[src/rtl/ssd_scan_driver.sv]
`default_nettype none
// =============================================================================
// ssd_scan_driver - multiplexed common-anode 7-seg driver, frame-synchronous shadow | Rev 1.0
// =============================================================================
module ssd_scan_driver #(
  parameter int DIGITS      = 4,
  parameter int REFRESH_DIV = 100000,
  parameter int CNT_W       = 17
) (
  input  logic                  clk,
  input  logic                  reset,
  input  logic [4*DIGITS-1:0]   value,
  input  logic                  load,
  input  logic [DIGITS-1:0]     dp_in,
  input  logic [DIGITS-1:0]     digit_en,
  input  logic                  lz_blank,
  output logic [6:0]            seg,
  output logic                  dp,
  output logic [DIGITS-1:0]     an,
  output logic                  frame_done
);

  localparam int IDX_W = (DIGITS > 1) ? $clog2(DIGITS) : 1;
  localparam logic [CNT_W-1:0] CNT_LAST = CNT_W'(REFRESH_DIV - 1);
  localparam logic [IDX_W-1:0] IDX_LAST = IDX_W'(DIGITS - 1);

  logic [CNT_W-1:0]    cnt;
  logic [IDX_W-1:0]    idx;
  logic [4*DIGITS-1:0] staging;
  logic [4*DIGITS-1:0] shadow;
  logic                pending;

  logic                tc;
  logic                wrap;
  logic                idx_ok;
  logic [DIGITS-1:0]   lead_zero;
  logic                lz_acc;
  logic [3:0]          nib;
  logic                cur_dp;
  logic                cur_en;
  logic                cur_lz;
  logic                sel_ok;
  logic                blank;
  logic [6:0]          seg_nxt;
  logic                dp_nxt;
  logic [DIGITS-1:0]   an_nxt;

  function automatic logic [6:0] seg_decode(input logic [3:0] n);
    logic [6:0] s;
    case (n)
      4'h0: s = 7'b0000001;
      4'h1: s = 7'b1001111;
      4'h2: s = 7'b0010010;
      4'h3: s = 7'b0000110;
      4'h4: s = 7'b1001100;
      4'h5: s = 7'b0100100;
      4'h6: s = 7'b0100000;
      4'h7: s = 7'b0001111;
      4'h8: s = 7'b0000000;
      4'h9: s = 7'b0000100;
      4'hA: s = 7'b0001000;
      4'hB: s = 7'b1100000;
      4'hC: s = 7'b0110001;
      4'hD: s = 7'b1000010;
      4'hE: s = 7'b0110000;
      default: s = 7'b0111000;
    endcase
    return s;
  endfunction

  assign tc     = (cnt == CNT_LAST);
  assign idx_ok = (idx <= IDX_LAST);
  assign wrap   = tc && (idx == IDX_LAST);

  always_comb begin
    lead_zero = '0;
    lz_acc    = 1'b1;
    nib       = 4'h0;
    cur_dp    = 1'b0;
    cur_en    = 1'b0;
    cur_lz    = 1'b0;
    sel_ok    = 1'b0;
    an_nxt    = '1;
    // A nibble is a leading zero when it and every more-significant nibble are zero.
    for (int i = DIGITS - 1; i >= 0; i--) begin
      lz_acc       = lz_acc & (shadow[4*i +: 4] == 4'h0);
      lead_zero[i] = lz_acc;
    end
    for (int i = 0; i < DIGITS; i++) begin
      if (idx == IDX_W'(i)) begin
        nib       = shadow[4*i +: 4];
        cur_dp    = dp_in[i];
        cur_en    = digit_en[i];
        cur_lz    = lead_zero[i] && (i != 0);
        an_nxt[i] = 1'b0;
        sel_ok    = 1'b1;
      end
    end
    blank   = !sel_ok || !cur_en || (lz_blank && cur_lz);
    seg_nxt = blank ? 7'b1111111 : seg_decode(nib);
    dp_nxt  = blank ? 1'b1 : ~cur_dp;
  end

  always_ff @(posedge clk) begin
    if (reset) begin
      cnt        <= '0;
      idx        <= '0;
      staging    <= '0;
      shadow     <= '0;
      pending    <= 1'b0;
      seg        <= 7'b1111111;
      dp         <= 1'b1;
      an         <= '1;
      frame_done <= 1'b0;
    end else begin
      cnt <= tc ? '0 : cnt + CNT_W'(1);
      if (!idx_ok) begin
        idx <= '0;
      end else if (tc) begin
        idx <= wrap ? '0 : idx + IDX_W'(1);
      end
      frame_done <= wrap;
      // Shadow only changes on the wrap so a frame never mixes old and new digits.
      if (wrap) begin
        if (load) begin
          shadow <= value;
        end else if (pending) begin
          shadow <= staging;
        end
        pending <= 1'b0;
      end else if (load) begin
        staging <= value;
        pending <= 1'b1;
      end
      seg <= seg_nxt;
      dp  <= dp_nxt;
      an  <= an_nxt;
    end
  end

endmodule
`default_nettype wire

[config.mk]
export PLATFORM = sky130hd
export DESIGN_NAME = ssd_scan_driver
export DESIGN_NICKNAME = d
export VERILOG_FILES = /design/src/rtl/ssd_scan_driver.sv
export SDC_FILE = /design/constraint.sdc
export NUM_CORES = 1
export LEC_CHECK = 0
export CORE_MARGIN = 2
export CORE_UTILIZATION = 25
export DETAILED_ROUTE_END_ITERATION = 12
export DONT_BUFFER_PORTS = 1
export HOLD_SLACK_MARGIN = 0.1
export SLEW_MARGIN = 20
export SYNTH_ARGS = -nofsm -noshare
export SYNTH_HDL_FRONTEND = slang
export SYNTH_SLANG_ARGS = --single-unit
[constraint.sdc]
create_clock -name clk -period 2.85 [get_ports clk]
set_input_delay 0.285 -clock clk [delete_from_list [all_inputs] [get_ports clk]]
set_output_delay 0.285 -clock clk [all_outputs]
set_load 0.05 [all_outputs]
Word-level counts from Yosys, hierarchy flattened --
Memory sizes are Yosys's and may differ from the RTL's. A register that Yosys moved wholly into a read port is not among the register bits. Index checks and enable logic that the tools add are counted.
Storage, ports and cells: memory bits (writable) 0, memories 1, bits in latches 0, ROM bits 112, register bits 58, output and inout port bits 13
Memory list:
- (name not given) | depth 16, bits a word 7, rd ports 1, clocked after memory_dff 1, wr ports 0, line 50 | case (n)
Operators by class: bitwise operators 5, add/subtract/negate cells 2, shift-type cells 0, order comparisons 1, reductions and logical operators 17, equal/unequal tests 4, muxes and demuxes 26, div/mod/pow operators 0, multiply operators 0
Operator list (number):
- 16-bit 2-to-1 mux | 2
- 1-bit 2-to-1 mux | 19
- 17-bit by 1-bit adder with 17-bit output (second input constant) | 1
- 17-bit == test (second input constant) | 1
- 4-bit 2-to-1 mux | 4
- 4-bit logical NOT | 3
- 2-bit OR reduction | 4
- 2-bit == test (second input constant) | 2
- 2-bit AND reduction | 2
- 1-bit NOT | 3
- 2-bit by 1-bit adder with 2-bit output (second input constant) | 1
- 1-bit AND | 2
- 2-bit by 1-bit == test with 1-bit output (second input constant) | 1
- 2-bit <= comparator (second input constant) | 1
- 1-bit logical AND | 2
- 1-bit logical NOT | 2
- 2-bit logical NOT | 1
- 1-bit logical OR | 2
- 2-bit 2-to-1 mux | 1
- 2-bit nonzero test | 1

Longest topological paths before layout --
depth after elaboration 9, depth in mapped cells 11, depth with buffers taken out 10

Worst setup path after synthesis --
OpenSTA, ideal clock, no wires.
path type flip-flop to flip-flop, from register idx[0], to register seg[6], stages on the path, launching flop included 11, required time 2.714 ns, clock period less this slack 2.326 ns, setup slack 0.524 ns, setup time 0.136 ns, arrival 2.190 ns, buffers on the path 1, cells stage by stage dfxtp_1 -> ha_1 -> buf_2 -> inv_1 -> o21ai_0 -> a31oi_1 -> inv_1 -> ha_1 -> or3_1 -> o211ai_1 -> nand2_1
On the way: word-level cells in the longest chain between the ends 9
RTL lines:
- start: declaration | line 28 | logic [IDX_W-1:0] idx;
- start signal: assignment | line 120 | idx <= wrap ? '0 : idx + IDX_W'(1);
- 2-bit logical NOT | line 90 | if (idx == IDX_W'(i)) begin
- 1-bit 2-to-1 mux (4 in a row) | line 90
- 1-bit logical NOT | line 99 | blank = !sel_ok || !cur_en || (lz_blank && cur_lz);
- 1-bit logical OR (2 in a row) | line 99
- 2-bit OR reduction (no line)
- end: declaration | line 17 | output logic [6:0] seg,
Several ways; a longest one is shown, not always the timed one. A chain may end at the register's enable or synchronous reset.

Final worst setup path --
from register idx[0], to register seg[0]
The elaborated chain is that of the path after synthesis.

==> impl_metrics.toml <==
[global_routing]
grt_overflow = 0
grt_pass1_wl_um = 10800
grt_max_degree = 41
grt_pass1_vias = 2258
antenna_found_initial = 0
grt.total_usage = 0.104

[synthesis]
synth.largest_area_cell = "dfxtp_1"
yosys-top-cells-area = "dfxtp_1 (42%), mux2i_1 (11%), nor2_1 (6.8%)"
synth_seq_cells = 65
ys_warn_count = 0
synth-edff-count = 0
ys.flop_type = "dfxtp_1"
synthArstFlopShare = 0
synth_top_area_frac = 0.416
synth.distinct_cells = 48
yosysSeqAreaShare = 0.416
syn_area_sq_um = 3130
synth_nets = 364
syn_avg_cell_area_sq_um = 9.63
synthCells = 325

[pwr]
p_seq_frac = 0.446
p_int_mw = 1.66
fin_total_pwr_mw = 2.17
clockPowerShare = 0.514
swShare = 0.234
power.leakage_nw = 1.32
power_density_nw_per_um2 = 598
pwr-share-comb = 0.041
ir_drop_mv = 0.230
switching_power_mw = 0.506

[finish]
nets = 366
layout-drive-gt1-share = 0.136
nFillCells = 1309
syn2layout_area_growth_pct = 15.7
n_antenna_cell = 0

[detailed_routing]
drcViolationCount = 0
wl_um = 6530
vias = 2236
wl_per_cell_um = 13.1
route.antenna.remaining_nets = 0
drt_iter0_drc = 94
first_pass_iters = 4
viasPerCell = 4.47

[job]
max_cap_violations = 0

[placed_design]
dp_hpwl_um = 4600
dp_slack_ps = 235
gp_congestion = 0.848
port_buffers = 0

[setup_path]
crit_fanout = 9
timing.rr.start = "idx[0]$_SDFFE_PP0P_"
crit_arrival_ps = 2650
end_kind = "flip-flop"
required_ps = 3020
path_class = "reg -> reg"
start_kind = "flip-flop"
cp-startpoint = "idx[0]$_SDFFE_PP0P_"

[sta]
finalSetupTns_ps = 0
hold_violations = 0
fmax_mhz = 402
post-route-period-util = 0.873
tightest_slew_ps = 852
clock_skew_ps = 5.66
fin_crit_ps = 2490
postLayoutSetupSlackWorst_ps = 362
rsz0062_at_grt = "false"
slew_violations = 0
setup_violations = 0
slew_headroom = 0.432

[die]
io_pins = 41
die_area_sq_um = 13400
start_util = 0.258
die_y_um = 116
die_w_um = 116
core_sq_um = 12100
rows = 40

[hold_path]
hp-start = "value[9]"
hold_class = "in -> reg"

[clock_tree]
cts_tree = "done"
cts-root-buf = "clkbuf_16"
clkSinkCount = 65
cts_setup_buffers = 0
cts.clk_slew.worst_paths_ps = 60
clkLatencyLatePin_ps = 330
cts-htree-levels = 3
cts_buffers = 9
clock_path_buffers = 2

[run_status]
status = "complete, no violations"
-- final cells by class --
| class | instances | area [sq um] | share of cell area |
|---|---|---|---|
| Multi-Input combinational cell | 232 | 1680 | 0.464 |
| Sequential cell | 65 | 1300 | 0.359 |
| Clock buffer | 9 | 225 | 0.0622 |
| Tap cell | 168 | 210 | 0.0581 |
| Timing Repair Buffer | 8 | 85.1 | 0.0235 |
| Clock inverter | 7 | 78.8 | 0.0218 |
| Inverter | 11 | 41.3 | 0.0114 |
-- cell usage after synthesis (3+ instances only) --
library cell,instances
a211oi_2,14
mux2i_1,33
o21ai_0,9
inv_1,11
xor2_1,10
nor3_1,3
a211oi_1,3
nor2b_1,4
nor4_1,3
xnor2_1,3
dfxtp_1,65
nand4_1,3
nand2b_1,4
or3_1,6
clkbuf_1,6
ha_1,11
nor2_1,57
nand2_1,20
nand3b_1,3
o211ai_1,4
buf_2,6
nand3_1,7
a21oi_1,8
-- power by group through the flow --
| stage | clock network, mW | registers (mW) | logic [mW] |
|---|---|---|---|
| 4_1_cts | 1.14 | 0.966 | 0.0900 |
| 3_3_place_gp | 0 | 0.986 | 0.0686 |
| 6_report | 1.11 | 0.966 | 0.0879 |
| 5_1_grt | 1.17 | 0.969 | 0.0975 |
| 3_5_place_dp | 0 | 0.987 | 0.0696 |
| 2_1_floorplan | 0 | 0.983 | 0.0772 |
-- per-stage QoR --
stage	cells	instance area, sq um	hold WS, ps	utilization
2_1_floorplan	325	3130	389	-
3_3_place_gp	478	3240	369	0.268
3_5_place_dp	478	3240	371	0.268
4_1_cts	500	3620	101	0.299
5_1_grt	500	3620	103	0.299
6_report	500	3620	108	0.299
-- kinds of logic (layout without fill, tap and decap cells) --
group	after synthesis	count (layout)	share of synthesized area
buf+inv	28	35	0.0484
flops	65	65	0.416
fa+ha+maj	11	11	0.0440
compound gates	51	51	0.145
simple gates	124	124	0.205
mux	33	33	0.106
xor+xnor	13	13	0.0364
-- worst max-delay path, cell delays in order, from the launching register on --
cell	delay, ps
dfxtp_1	400
inv_1	90
ha_1	300
nor2_1	460
a21oi_1	220
a2111oi_4	610
o221ai_1	240
-- routing by layer --
| metal | vias to the layer above | routed length (um) | global-route usage |
|---|---|---|---|
| met4 | 0 | 128 | 0.0476 |
| li1 | 1144 | - | - |
| met2 | 43 | 2950 | 0.167 |
| met1 | 1039 | 3050 | 0.121 |
| met5 | - | 0 | 0 |
| met3 | 10 | 409 | 0.0413 |
-- sequential cells by signal, indices dropped and copies added, names as in the netlist --
| name | count |
|---|---|
| an | 4 |
| cnt | 17 |
| dp | 1 |
| frame_done | 1 |
| idx | 2 |
| pending | 1 |
| seg | 7 |
| shadow | 16 |
| staging | 16 |
-- repair_timing --
action,4_1_cts,5_1_grt
gates resized for setup,0,1
endpoints found under the setup margin,0,1
hold endpoints to repair,42,0
hold buffers,6,0
-- worst paths after layout --
kind | to | slack, ps | cells past startpoint
worst min register to register | cnt[0]$_SDFF_PP0_ | 460 | 1
worst min-delay path | staging[9]$_SDFFE_PP0P_ | 110 | 2
worst max register to register | seg[0]$_SDFF_PP1_ | 360 | 6
worst max-delay path | seg[0]$_SDFF_PP1_ | 360 | 6
-- cells in the final DEF, fill, tap and decap left out, types with 3 or more instances in the layout --
cell type,Yosys,final
dfxtp_1,65,65
nor2_1,57,57
mux2i_1,33,33
nand2_1,20,20
a211oi_2,14,14
inv_1,11,11
xor2_1,10,10
ha_1,11,10
o21ai_0,9,9
clkbuf_16,0,9
a21oi_1,8,8
nand3_1,7,7
or3_1,6,6
dlygate4sd3_1,0,5
nor2b_1,4,4
o211ai_1,4,4
nand2b_1,4,4
nand3b_1,3,3
nor4_1,3,3
xnor2_1,3,3
nand4_1,3,3
nor3_1,3,3
a211oi_1,3,3
clkinv_4,0,3
(Power assumes the default switching activity.)
